**config.mk**
```make
export PLATFORM = sky130hd
export DESIGN_NAME = countdown_core
export DESIGN_NICKNAME = d
export VERILOG_FILES = /design/src/rtl/countdown_pkg.sv /design/src/rtl/tick_prescaler.sv /design/src/rtl/countdown_core.sv
export SDC_FILE = /design/constraint.sdc
export NUM_CORES = 1
export LEC_CHECK = 0
export ABC_AREA = 1
export CAP_MARGIN = 20
export CORE_UTILIZATION = 40
export DETAILED_ROUTE_END_ITERATION = 6
export PLACE_DENSITY_LB_ADDON = 0.25
export SLEW_MARGIN = 20
export SYNTH_ARGS = -nofsm -noshare
export SYNTH_HDL_FRONTEND = slang
export SYNTH_SLANG_ARGS = --single-unit
```
**constraint.sdc**
```tcl
create_clock -name clk -period 1.6 [get_ports clk]
set_input_delay 0.32 -clock clk [delete_from_list [all_inputs] [get_ports clk]]
set_output_delay 0.32 -clock clk [all_outputs]
set_load 0.1 [all_outputs]
```
**src/rtl/countdown_pkg.sv**
```systemverilog
// Shared definitions for the countdown timer.
// cd_state_t is also used by the top level / display blanking logic.
package countdown_pkg;

    typedef enum logic [1:0] {
        IDLE   = 2'd0,
        RUN    = 2'd1,
        PAUSED = 2'd2,
        DONE   = 2'd3
    } cd_state_t;

endpackage

```
**src/rtl/tick_prescaler.sv**
```systemverilog
// Prescaler that divides clk down to a one-cycle tick every TICK_DIV enabled cycles.
// Ports:
//   clk   in   system clock
//   rst_n in   asynchronous active-low reset
//   en    in   count enable; the counter holds its value while low
//   clr   in   synchronous clear, overrides en
//   tick  out  high for the enabled cycle in which the counter is at TICK_DIV-1
module tick_prescaler #(
    parameter int unsigned TICK_DIV = 50_000_000
) (
    input  logic clk,
    input  logic rst_n,
    input  logic en,
    input  logic clr,
    output logic tick
);

    localparam int unsigned CNT_W = (TICK_DIV > 1) ? $clog2(TICK_DIV) : 1;
    localparam logic [CNT_W-1:0] LAST = CNT_W'(TICK_DIV - 1);
    localparam logic [CNT_W-1:0] ONE  = CNT_W'(1);

    logic [CNT_W-1:0] cnt_q;
    logic [CNT_W-1:0] cnt_d;

    always_comb begin
        tick = en && (cnt_q == LAST);
    end

    always_comb begin
        cnt_d = cnt_q;
        if (clr) begin
            cnt_d = '0;
        end else if (en) begin
            cnt_d = tick ? '0 : cnt_q + ONE;
        end
    end

    always_ff @(posedge clk or negedge rst_n) begin
        if (!rst_n) begin
            cnt_q <= '0;
        end else begin
            cnt_q <= cnt_d;
        end
    end

endmodule

```
**src/rtl/countdown_core.sv**
```systemverilog
// Binary countdown engine: loads a clamped preset, decrements once per prescaled tick,
// and supports start/pause/resume. Signals expiry as a level and a one-cycle pulse.
// Ports:
//   clk        in   system clock
//   rst_n      in   asynchronous active-low reset
//   load       in   pulse: load preset (clamped to MAX_COUNT), go IDLE
//   load_val   in   preset value sampled with load
//   start      in   pulse: start / pause / resume toggle
//   count      out  remaining count, registered
//   running    out  high while in RUN
//   done       out  high while in DONE
//   done_pulse out  one-cycle pulse on RUN->DONE
module countdown_core
    import countdown_pkg::*;
#(
    parameter int unsigned BIN_WIDTH = 8,
    parameter int unsigned MAX_COUNT = 99,
    parameter int unsigned TICK_DIV  = 50_000_000
) (
    input  logic                 clk,
    input  logic                 rst_n,
    input  logic                 load,
    input  logic [BIN_WIDTH-1:0] load_val,
    input  logic                 start,
    output logic [BIN_WIDTH-1:0] count,
    output logic                 running,
    output logic                 done,
    output logic                 done_pulse
);

    localparam logic [BIN_WIDTH-1:0] MAX_VAL = BIN_WIDTH'(MAX_COUNT);
    localparam logic [BIN_WIDTH-1:0] ONE     = BIN_WIDTH'(1);

    cd_state_t            state_q, state_d;
    logic [BIN_WIDTH-1:0] count_q, count_d;
    logic                 done_pulse_q, done_pulse_d;

    logic                 tick;
    logic                 presc_clr;
    logic [BIN_WIDTH-1:0] load_clamped;

    always_comb begin
        load_clamped = (load_val > MAX_VAL) ? MAX_VAL : load_val;
        // Prescaler restarts on every load and on each fresh IDLE->RUN start,
        // but keeps its phase across a pause.
        presc_clr    = load || ((state_q == IDLE) && start && (count_q != '0));
    end

    tick_prescaler #(
        .TICK_DIV (TICK_DIV)
    ) u_prescaler (
        .clk   (clk),
        .rst_n (rst_n),
        .en    (state_q == RUN),
        .clr   (presc_clr),
        .tick  (tick)
    );

    // State, count and pulse registers
    always_ff @(posedge clk or negedge rst_n) begin
        if (!rst_n) begin
            state_q      <= IDLE;
            count_q      <= '0;
            done_pulse_q <= 1'b0;
        end else begin
            state_q      <= state_d;
            count_q      <= count_d;
            done_pulse_q <= done_pulse_d;
        end
    end

    // Next-state logic; load overrides everything else
    always_comb begin
        state_d      = state_q;
        count_d      = count_q;
        done_pulse_d = 1'b0;
        if (load) begin
            state_d = IDLE;
            count_d = load_clamped;
        end else begin
            unique case (state_q)
                IDLE: begin
                    if (start && (count_q != '0)) begin
                        state_d = RUN;
                    end
                end
                RUN: begin
                    if (tick && (count_q != '0)) begin
                        count_d = count_q - ONE;
                        // Expiry beats a simultaneous pause request
                        if (count_q == ONE) begin
                            state_d      = DONE;
                            done_pulse_d = 1'b1;
                        end else if (start) begin
                            state_d = PAUSED;
                        end
                    end else if (start) begin
                        state_d = PAUSED;
                    end
                end
                PAUSED: begin
                    if (start) begin
                        state_d = RUN;
                    end
                end
                DONE: begin
                    state_d = DONE;
                end
                default: begin
                    state_d = IDLE;
                end
            endcase
        end
    end

    // Outputs
    always_comb begin
        count      = count_q;
        running    = (state_q == RUN);
        done       = (state_q == DONE);
        done_pulse = done_pulse_q;
    end

endmodule

```
==> results.md <==
- Status: finished with violations
- Failing checks: negative setup slack
- Worst hold slack: 384 ps
- Layout Nets: between 500 and 600
- Layout cells sized above 1: 32.5%
- DR pass1 iterations: 4
- Met3 wire length: approximately 280 um
- Critical Path RT: 1830 ps
- Critical path origin: count[1]
- Post-route ant nets: 0
- Post-Syn Instances: ~410
- Reg clk slew, reported paths: about 80 ps
- Hold crit path type: input pin to asynchronous set/reset pin
- Starting DRT DRC Count: roughly 160
- Peak VDD IR: slightly below 0.0008 V
- Global-route wire length before repair: 12300 um
- Dpl hpwl: between 5000 and 6000 um
- Setup crit start kind: flop
- Mapped cell area: roughly 2600 sq um
- CTS tree: built
- Fin crit share: 103%
- FP Rows: 29
- Final Slew Violations: 0
- Highest metal used: met4
- Vias in the first global route: around 2800
- R2R Path Start: count[1]
- Placed inst area: 3500 sq um
- PD cells: just under 700 nW/um^2
- Max Fanout on Critical Path: 10
- Metal-1 WL: around 3400 um
- Routed WL: roughly 7700 um
- Actual transition at the worst max-transition pin: between 200 and 300 ps
- IO Pins: 23
- Clock Sink Count: 37
- Total die area: 6940 sq um
- Ant. Diodes: 0
- Post-synthesis sequential area ratio: a little over a third
- CP Capture Type: flop
- Netlist cell types: 29
- DR WL/cell: 13.3 um
- Clock H-tree levels: 2
- Num CTS Buffers: 5
- # DRC: 0
- Final setup violation count: 13
- FMAX: 0.609 GHz
- Crit path kind: flop to flop
- Yosys reg bits: 37
- Core Util, Final: 60.8%
- RSZ-0062 raised after global routing: true
- Final WS setup: -42.1 ps
- GP Congestion: just over 0.9
- Clock skew: 7.28 ps
- Final hold viol count: 0
- Via Count: ~2900
- PnR Total Power: roughly 2.7 mW
- Root buf cell: clkbuf_8
- Leakage: ~1.8 nW
- GRT Resource Usage Total: a little over a fifth
- Input/output buffers: 22
- Critical path arrival: roughly 1900 ps
- Pin count of the biggest net entering global routing: 21
- Clock Path Buffers: 2
- Mapped Avg Cell Area: 6.41 sq um
- Die height: ~83 um
- Max-Slew Margin vs Limit: approximately 83%
- Antenna violations before repair: 0
- Routed length on met2: ~3800 um
- Area growth syn-to-layout: 46.0%
- Vias per cell: between 5 and 6
- Overflow after GRT: 0
- Core ar.: 6350 sq um
- Starting density of the core: between 40% and 50%
- Syn_nets: ~430
- Clock Latency Late Sink: about 290 ps
- Synth Warn #: 0
- Final instance area: about 3900 sq um
- Die Wd: between 80 and 90 um
- Min cycle time layout: about 1600 ps
- MaxCap Viol Count: 0
==> through the flow <==
step                setup WS, ps  instances  TNS [ps]
floorplan                   -201        413     -3090
global placement            -121        557     -3000
detailed placement          -219        557     -3970
CTS                        -36.8        568      -214
global route                -109        575     -2210
finish                     -42.1        575      -308
==> logic make-up (layout without fill, tap and decap cells) <==
kind of cell	Yosys count	in the layout	share of synthesized area, %
AO/OA/AOI/OAI	30	30	6.48
XOR/XNOR	5	5	1.65
adder cells (fa/ha/maj)	3	3	1.42
buffers and inverters	46	130	7.14
flip-flops	37	37	35.0
AND/OR/NAND/NOR	292	293	48.3
==> cell usage in the layout (no fill, tap or decap), types with 10 or more instances in the layout <==
cell type	count
nand4_1	10
nor2_1	53
nand2_1	138
buf_4	54
nand3_1	28
inv_1	28
dfrtp_1	29
nand2_2	26
clkdlybuf4s50_1	10
buf_12	14
==> final timing paths <==
| path | slack, ps | endpoint | cells after the start |
|---|---|---|---|
| max in group asynchronous | 790 | count[7] | 3 |
| worst max-delay path | -40 | u_prescaler.cnt_q[19] | 11 |
| min in group clk | 570 | u_prescaler.cnt_q[25] | 2 |
| worst max register to register | -40 | u_prescaler.cnt_q[19] | 11 |
| worst min-delay path | 380 | u_prescaler.cnt_q[13] | 2 |
| worst min register to register | 570 | u_prescaler.cnt_q[25] | 2 |
==> timing repair <==
item,in CTS,in global routing
pin swaps,1,10
gates resized for setup,13,38
setup buffers,2,5
endpoints found under the hold margin,4,0
setup endpoints to repair,36,34
gates cloned,0,2
hold buffers,1,0
==> state kept, by name (all words and copies together) (netlist names) <==
register           flops
done_pulse             1
u_prescaler.cnt_q     26
count                  8
state_q                2
==> cells in the mapped netlist, drive strengths merged <==
cell / count / share of area (%)
clkbuf: 1 / 0.14
nor2: 68 / 11
nand2: 169 / 26
a21oi: 13 / 2.9
xor2: 5 / 1.7
nand3b: 6 / 1.7
nor3: 3 / 0.57
a31oi: 1 / 0.47
clkinv: 1 / 0.19
o21ai: 15 / 2.8
nand4: 10 / 2.4
or2: 2 / 0.47
ha: 3 / 1.4
and3: 1 / 0.24
o211ai: 1 / 0.28
buf: 5 / 1.3
inv: 39 / 5.5
nand3: 33 / 6.4
dfrtp: 37 / 35
==> critical path: stages (launching register included) <==
cell	delay (ps)
dfrtp_4	490
inv_4	70
ha_4	140
nand2_4	70
clkinv_4	70
nand2_8	60
a21oi_4	200
nand2_4	80
nor2_4	120
buf_12	150
nand2_2	50
nand2_2	50
==> report_power, final <==
group / internal [mW] / leakage [nW] / switching, mW
clock network: 0.352 / 0.0455 / 0.349
registers: 0.977 / 0.494 / 0.0285
logic: 0.385 / 1.27 / 0.597
==> area by class of cell <==
class / count / area (sq um)
Multi-Input combinational cell: 331 / 1730
Tap cell: 77 / 96.3
Sequential cell: 37 / 941
Fill cell: 583 / 2490
Clock buffer: 8 / 90.1
Timing Repair Buffer: 82 / 837
Inverter: 40 / 168
==> metal layers <==
metal	vias up	global-route usage [%]
li1	1469	-
met1	1370	27.6
met5	-	0
met3	17	3.28
met2	77	38.6
met4	0	4.86
(Power assumes the default switching activity.)
